[src/rtl/mmio_pkg.sv]
// Shared definitions for the memory-mapped I/O bus: controller states,
// address-region codes and the memop width.
package mmio_pkg;

  typedef enum logic [1:0] {
    IDLE = 2'd0,
    BUSY = 2'd1,
    DONE = 2'd2
  } state_t;

  localparam logic [11:0] REGION_IMEM = 12'h000;
  localparam logic [11:0] REGION_DMEM = 12'h001;
  localparam logic [11:0] REGION_VGA  = 12'h002;
  localparam logic [11:0] REGION_PS2  = 12'h003;

  localparam int MEMOP_W = 3;

endpackage

[src/rtl/mmio_decode.sv]
// Region decoder: maps an address region code onto a slave index, given the
// code of slave 0 and the number of slaves. Shared with the fetch checker.
module mmio_decode (
  input  logic [11:0] i_code,
  input  logic [11:0] i_base,
  input  logic [3:0]  i_num,
  output logic        o_hit,
  output logic [2:0]  o_idx
);

  logic [11:0] w_diff;

  // The subtraction wraps below the base, so the >= test guards that case.
  assign w_diff = i_code - i_base;
  assign o_hit  = (i_code >= i_base) && (w_diff < {8'd0, i_num});
  assign o_idx  = w_diff[2:0];

endmodule

[src/rtl/mmio_bus_ctrl.sv]
// Single-transaction MMIO bus controller: decodes the core's request onto a
// one-hot slave strobe, waits for ack or timeout and returns registered results.
module mmio_bus_ctrl
  import mmio_pkg::*;
#(
  parameter int          NUM_SLAVES = 3,
  parameter logic [11:0] BASE_CODE  = 12'h001,
  parameter int          TIMEOUT    = 16
) (
  input  logic                       clock,
  input  logic                       reset,
  input  logic                       m_re,
  input  logic                       m_we,
  input  logic [31:0]                m_addr,
  input  logic [31:0]                m_wdata,
  input  logic [MEMOP_W-1:0]         m_op,
  output logic [31:0]                m_rdata,
  output logic                       m_ready,
  output logic                       m_err,
  output logic [31:0]                err_addr,
  output logic [NUM_SLAVES-1:0]      s_re,
  output logic [NUM_SLAVES-1:0]      s_we,
  output logic [31:0]                s_addr,
  output logic [31:0]                s_wdata,
  output logic [MEMOP_W-1:0]         s_op,
  input  logic [32*NUM_SLAVES-1:0]   s_rdata,
  input  logic [NUM_SLAVES-1:0]      s_ack,
  output logic [1:0]                 dbg_state
);

  // Handshake: the core pulses m_re/m_we for one cycle while the controller is
  // idle and must not issue again until m_ready; a slave holds s_ack high for
  // the cycle in which it completes, and the controller samples it on the edge.

  state_t                  r_state, w_next;
  logic [31:0]             r_rdata, r_err_addr, r_addr, r_wdata;
  logic [MEMOP_W-1:0]      r_op;
  logic                    r_ready, r_err, r_wr;
  logic [2:0]              r_idx;
  logic [7:0]              r_cnt;
  logic [NUM_SLAVES-1:0]   r_s_re, r_s_we;

  logic                    w_req, w_hit, w_ack_sel, w_timeout;
  logic [2:0]              w_idx;
  logic [NUM_SLAVES-1:0]   w_onehot;
  logic [31:0]             w_rdata_sel;

  mmio_decode u_decode (
    .i_code (m_addr[31:20]),
    .i_base (BASE_CODE),
    .i_num  (4'(NUM_SLAVES)),
    .o_hit  (w_hit),
    .o_idx  (w_idx)
  );

  assign w_req = m_re | m_we;

  always_comb begin
    w_onehot    = '0;
    w_ack_sel   = 1'b0;
    w_rdata_sel = '0;
    for (int i = 0; i < NUM_SLAVES; i++) begin
      w_onehot[i] = (w_idx == i[2:0]);
      if (r_idx == i[2:0]) begin
        w_ack_sel   = s_ack[i];
        w_rdata_sel = s_rdata[32*i +: 32];
      end
    end
  end

  // An ack in the final allowed cycle still counts as a success.
  assign w_timeout = (r_cnt == 8'(TIMEOUT - 1)) && !w_ack_sel;

  always_ff @(posedge clock or posedge reset) begin
    if (reset) r_state <= IDLE;
    else       r_state <= w_next;
  end

  always_comb begin
    w_next = r_state;
    case (r_state)
      IDLE:    if (w_req) w_next = w_hit ? BUSY : DONE;
      BUSY:    if (w_ack_sel || w_timeout) w_next = DONE;
      DONE:    w_next = IDLE;
      default: w_next = IDLE;
    endcase
  end

  always_ff @(posedge clock or posedge reset) begin
    if (reset) begin
      r_rdata    <= '0;
      r_err_addr <= '0;
      r_addr     <= '0;
      r_wdata    <= '0;
      r_op       <= '0;
      r_ready    <= 1'b0;
      r_err      <= 1'b0;
      r_wr       <= 1'b0;
      r_idx      <= '0;
      r_cnt      <= '0;
      r_s_re     <= '0;
      r_s_we     <= '0;
    end else begin
      r_ready <= 1'b0;
      r_err   <= 1'b0;
      case (r_state)
        IDLE: begin
          if (w_req) begin
            r_addr  <= m_addr;
            r_wdata <= m_wdata;
            r_op    <= m_op;
            r_wr    <= m_we;
            r_idx   <= w_idx;
            r_cnt   <= '0;
            if (w_hit) begin
              r_s_we <= m_we ? w_onehot : '0;
              r_s_re <= m_we ? '0 : w_onehot;
            end else begin
              r_ready    <= 1'b1;
              r_err      <= 1'b1;
              r_rdata    <= '0;
              r_err_addr <= m_addr;
            end
          end
        end
        BUSY: begin
          r_cnt <= r_cnt + 8'd1;
          if (w_ack_sel) begin
            r_s_re  <= '0;
            r_s_we  <= '0;
            r_ready <= 1'b1;
            if (!r_wr) r_rdata <= w_rdata_sel;
          end else if (w_timeout) begin
            r_s_re     <= '0;
            r_s_we     <= '0;
            r_ready    <= 1'b1;
            r_err      <= 1'b1;
            r_err_addr <= r_addr;
            if (!r_wr) r_rdata <= '0;
          end
        end
        default: ;
      endcase
    end
  end

  assign m_rdata   = r_rdata;
  assign m_ready   = r_ready;
  assign m_err     = r_err;
  assign err_addr  = r_err_addr;
  assign s_re      = r_s_re;
  assign s_we      = r_s_we;
  assign s_addr    = r_addr;
  assign s_wdata   = r_wdata;
  assign s_op      = r_op;
  assign dbg_state = r_state;

endmodule
[config.mk]
export PLATFORM = sky130hd
export DESIGN_NAME = mmio_bus_ctrl
export DESIGN_NICKNAME = d
export VERILOG_FILES = /design/src/rtl/mmio_pkg.sv /design/src/rtl/mmio_decode.sv /design/src/rtl/mmio_bus_ctrl.sv
export SDC_FILE = /design/constraint.sdc
export NUM_CORES = 1
export LEC_CHECK = 0
export BUFFER_PORTS_ARGS = -buffer_cell sky130_fd_sc_hd__buf_2
export CAP_MARGIN = 20
export CORE_UTILIZATION = 45
export CTS_CLUSTER_SIZE = 12
export DETAILED_ROUTE_END_ITERATION = 10
export GPL_TIMING_DRIVEN = 0
export PLACE_DENSITY = 0.83
export SYNTH_ARGS = -nofsm -noshare
export SYNTH_HDL_FRONTEND = slang
export SYNTH_SLANG_ARGS = --single-unit
export TNS_END_PERCENT = 100
[constraint.sdc]
create_clock -name clock -period 9.55 [get_ports clock]
set_input_delay 1.91 -clock clock [delete_from_list [all_inputs] [get_ports clock]]
set_output_delay 1.91 -clock clock [all_outputs]
set_load 0.1 [all_outputs]
# ---- After elaboration in Yosys (flattened, before gate mapping)
# Cells that the tools add are included.
dict set report totals {
  input_bits 170
  out_inout_bits 141
  reg_bits 153
}
dict set report op_classes {
  magnitude_cmp 2
  eq_ne 15
  bitwise_logic 1
  addsub 2
  n_reduce_logical 14
  mux 41
}
# cell count
set ops {}
lappend ops {{32-bit two-way mux} 13}
lappend ops {{32-bit case mux with 2 select lines} 2}
lappend ops {{3-bit two-way mux} 8}
lappend ops {{8-bit case mux with 2 select lines} 1}
lappend ops {{12-bit by 1-bit >= comparator with 1-bit output (second input constant)} 1}
lappend ops {{12-bit by 2-bit < comparator with 1-bit output (second input constant)} 1}
lappend ops {{2-bit inequality test (second input constant)} 6}
lappend ops {{3-bit case mux with 2 select lines} 2}
lappend ops {{12-bit by 1-bit subtractor with 12-bit output (second input constant)} 1}
lappend ops {{3-bit inequality test (second input constant)} 3}
lappend ops {{8-bit by 1-bit adder with 8-bit output (second input constant)} 1}
lappend ops {{8-bit by 4-bit == test with 1-bit output (second input constant)} 1}
lappend ops {{1-bit two-way mux} 8}
lappend ops {{8-bit two-way mux} 1}
lappend ops {{3-bit by 1-bit == test with 1-bit output (second input constant)} 2}
lappend ops {{3-bit by 2-bit == test with 1-bit output (second input constant)} 2}
lappend ops {{3-bit logical NOT} 2}
lappend ops {{2-bit two-way mux} 3}
lappend ops {{2-bit AND reduction} 3}
lappend ops {{6-bit AND reduction} 1}
lappend ops {{5-bit AND reduction} 1}
lappend ops {{1-bit case mux with 2 select lines} 2}
lappend ops {{2-bit case mux with 2 select lines} 1}
lappend ops {{4-bit AND reduction} 1}
lappend ops {{other kinds (7)} 8}

# ---- Longest topological paths before layout
dict set report logic_depth {
  depth_word 9
  depth_mapped 10
  ltp_nobuf 8
}

# ---- Hierarchy
# From an unflattened synthesis, not the netlist that was laid out.
dict set report hier_totals {
  hier_cells 885
  area_unflattened_um2 8062.7
}
# mod cells_each instances area_per_inst_um2 seq_area_each_um2
set modules_own_cells {}
lappend modules_own_cells {mmio_bus_ctrl 781 1 7359.6 3828.7}
lappend modules_own_cells {mmio_decode 104 1 703.2 0.0}

# ---- Least setup slack after synthesis
# No wires, ideal clock.
dict set report synth_path {
  kind {in2reg}
  startpoint {input port m_addr[20]}
  endpoint {register r_err_addr[10], in the netlist err_addr[10]}
  arrival_ns 3.878
  n_path_buf 2
  path_slack_ns 5.547
  stages 10
  path_cell_list {inv_1 ha_1 clkbuf_2 o21bai_1 a211o_2 o211a_1 nand4b_4 a32oi_4 buf_6 mux2_4}
}
dict set report synth_via {
  elab_chain_len 5
  elab_cells_between_ends 6
  cone_classes {1 x add/sub; 2 x order compare; 1 x eq/ne; 2 x reduce/logical}
}
# item line_no
set synth_rtl {}
lappend synth_rtl {{from (decl)} mmio_bus_ctrl.sv:14} ;# input logic [31:0] m_addr,
lappend synth_rtl {{12-bit by 1-bit subtractor with 12-bit output} mmio_decode.sv:14} ;# assign w_diff = i_code - i_base;
lappend synth_rtl {{12-bit by 2-bit < comparator with 1-bit output} mmio_decode.sv:15} ;# assign o_hit = (i_code >= i_base) && (w_diff < {8'd0, i_num});
lappend synth_rtl {{1-bit logical AND *} mmio_decode.sv:15}
lappend synth_rtl {{2-bit inequality test (no line) *} n/a}
lappend synth_rtl {{5-bit AND reduction (no line) *} n/a}
lappend synth_rtl {{to (signal assigned)} mmio_bus_ctrl.sv:122} ;# r_err_addr <= m_addr;
lappend synth_rtl {{to (signal assigned)} mmio_bus_ctrl.sv:138} ;# r_err_addr <= r_addr;
lappend synth_rtl {{to (decl)} mmio_bus_ctrl.sv:36} ;# logic [31:0] r_rdata, r_err_addr, r_addr, r_wdata;
# Mark *: on every way between the ends. The rest lies on a longest branch, timed or not.
# A chain may end at the register's enable or synchronous reset.

# ---- Worst setup path after layout
dict set report layout_path {
  startpoint {input port m_addr[20]}
  endpoint {register r_err_addr[18], in the netlist err_addr[18]}
}
dict set report layout_via {
  elab_chain_len 5
  elab_cells_between_ends 6
  cone_classes {1 x add/sub; 2 x order compare; 1 x eq/ne; 2 x reduce/logical}
}
# item line_no
set layout_rtl {}
lappend layout_rtl {{12-bit by 1-bit subtractor with 12-bit output} mmio_decode.sv:14}
lappend layout_rtl {{net u_decode.o_idx[0]} mmio_decode.sv:8} ;# output logic [2:0] o_idx
lappend layout_rtl {{12-bit by 2-bit < comparator with 1-bit output} mmio_decode.sv:15}
lappend layout_rtl {{1-bit logical AND} mmio_decode.sv:15}
lappend layout_rtl {{2-bit inequality test (no line)} n/a}
lappend layout_rtl {{5-bit AND reduction (no line)} n/a}
# The timed path passes the listed nets, and every way through them passes these cells.

==> out/results.ini <==
[synthesis]
ys_seq_elements=153
syn_avg_cell_area_um2=9.508
ys_types=48
ys_seq_area_share_pct=52.78
synth.area.top_cells=dfrtp_1 (53%), nand2_1 (15%), mux2_4 (6.0%)
yosys_warnings=0
synth_nets=939
synth_edf_count=0
synth_ff_type=dfrtp_1
syn_area_mm2=0.007254
yosysTopAreaCell=dfrtp_1
synth_top_area_share_pct=52.78
syn_inst=763
async_flop_share_pct=100.0

[global_route]
grt_overflow=0
antenna_found_initial=6
grt_first_pass_wirelength_um=32760
grt_usage_pct=26.06
grt_pass1_vias=6333
grt_max_degree=98

[timing]
fin_skew_ps=10.08
finalSetupViolations=0
worstMarginPinSlew_ps=759.4
post-route-period-util_pct=43.81
rsz0062_at_grt=false
finalCriticalPeriod_ps=4184
fmax_ghz=0.2390
drv_slew=0
final.setup.tns_ps=0
hold_violations=0
slew_headroom_pct=49.37

[die]
die_h_um=129.0
num_rows=46
start_util_pct=45.83
io_pins=311
core_area_mm2=0.01583
die-width_um=129.0
dieArea_mm2=0.01663

[detailed_routing]
routed_wl_um=21990
drt_iter0_markers=373
routed_via_density=5.100
detail-route-antenna-nets=0
vias=6758
wl_per_cell_um=16.59
drt-pass1-iter-count=5
drc_errors=0

[setup_path]
crit_family=compound AO/OA/AOI/OAI gates
crit_slowest_cell=a32oi_4
critPathRequiredTime_ps=9850
cp_slowest_stage_delay_ps=390
path_cells=buf_2 > inv_1 > ha_1 > clkbuf_2 > o21bai_1 > a211o_2 > o211a_1 > nand4b_4 > a32oi_4 > buf_6 > mux2_4
worstPathMaxFanout=10
arrival_ps=4480
end_kind=flop
start_kind=input port
path_class=in2reg
critPathBufInv=4

[clocking]
clock_path_buffers=2
cts-buffers-inserted=17
post_cts_buffers=0
clk_pin_slew_ps=60
postCtsResizedCells=0
root_buffer=clkbuf_16
cts_tree=done
cts.htree.levels=4
worstSkewPairLatency_ps=420
cts_hold_buf=0
cts.sinks=153

[placed_design]
numPortBuffers=309
gp_congestion=0.8583
hpwl_um=16540

[min_path]
min_path_type=reg2reg

[layout]
nets=1268
drive_gt1_share_pct=35.29
final_common_cell=buf_2
area_growth_pct=33.58
final_cell_mix=buf_2 (315), nand2_1 (298), dfrtp_1 (153)

[pwr]
power_w=0.002434
p_per_area_mw_per_mm2=251.2
ir_worst_vdd_uv=176.8
leakagePower_nw=5.290

[status]
status=finished, final reports clean

[run]
maxCapViolCount=0

path summary, 6_finish.rpt:
| check | startpoint | to | slack, ps | cells past startpoint |
|---|---|---|---|---|
| worst max-delay path | m_addr[20] | err_addr[18] | 5370 | 11 |
| worst min register to register | s_wdata[31] | s_wdata[31] | 470 | 2 |
| max in group asynchronous | reset | s_wdata[1] | 7150 | 3 |
| min in group asynchronous | reset | m_rdata[18] | 1540 | 2 |
| worst min-delay path | s_wdata[31] | s_wdata[31] | 470 | 2 |
| worst max register to register | r_idx[1] | m_rdata[8] | 7030 | 9 |
per-layer routing:
metal / vias to the layer above / wire length (um) / track usage, %
li1: 3231 / - / -
met2: 295 / 10690 / 43.94
met1: 3175 / 8714 / 29.46
met4: 4 / 777 / 14.26
met5: - / 25 / 0
met3: 53 / 1773 / 8.191
stage by stage:
stage,hold slack [ps],cells,instance area (um2),setup slack (ps),utilization [%]
final,473.0,1325,9691,5366,61.23
after global routing,484.0,1325,9691,5257,61.23
after CTS,475.9,1321,9681,5406,61.16
after detailed placement,457.5,1289,9104,4963,57.52
after global placement,455.2,1288,9071,1767,57.31
after floorplan,448.7,763,7254,3519,-
registers in the layout, indices dropped and copies added (netlist names), 2 cells and up:
name       count
r_cnt          8
r_idx          3
s_re           3
s_wdata       32
dbg_state      2
s_we           3
m_rdata       32
s_addr        32
err_addr      32
s_op           3
cell type report:
cell class | instances | area (um2)
Fill cell | 1353 | 6137
Multi-Input combinational cell | 555 | 3177
Clock inverter | 13 | 133.9
Tap cell | 216 | 270.3
Inverter | 6 | 27.53
Timing Repair Buffer | 310 | 1574
Sequential cell | 153 | 3829
Clock buffer | 19 | 442.9
Antenna cell | 4 | 10.01
Buffer | 49 | 226.5
synthesized netlist by cell type, types with 2 or more instances:
cell type,count
nand2_1,298
dfrtp_1,153
nor2_1,45
a21oi_1,37
o2bb2ai_1,34
clkbuf_1,33
mux2i_1,33
mux2_4,29
o21ai_0,15
nand3_1,8
a32o_1,6
buf_2,6
ha_1,6
inv_1,6
buf_1,4
buf_6,4
mux2_2,3
nand4b_1,3
nor2b_1,3
o21a_1,3
a31oi_1,2
and4_1,2
nor3_1,2
nor4_1,2
or3_1,2
xor2_1,2
worst register-to-register path, stage by stage, from the launching register on:
cell and delay (ps):
dfrtp_1 350, buf_2 180, nor2b_1 120, clkbuf_1 240, o2bb2ai_1 250, nand2_1 170, or3_1 390, clkbuf_1 210
clkbuf_1 300, o2bb2ai_1 220
power by group:
group / switching [W] / internal, W
sequential: 0.0000513 / 0.000730
clock: 0.000281 / 0.000374
combinational: 0.000806 / 0.000193
total: 0.00114 / 0.00130
cells by family (layout without fill, tap and decap cells):
kind of cell / after synthesis / in the layout / share of synthesized area, %
fa+ha+maj: 6 / 6 / 1.035
xor+xnor: 2 / 2 / 0.2415
compound gates: 110 / 110 / 10.75
other cells: 0 / 4 / 0
buf+inv: 55 / 397 / 3.432
flops: 153 / 153 / 52.78
mux: 65 / 65 / 11.02
simple gates: 372 / 372 / 20.75
Power figures use the tool's default switching activity.
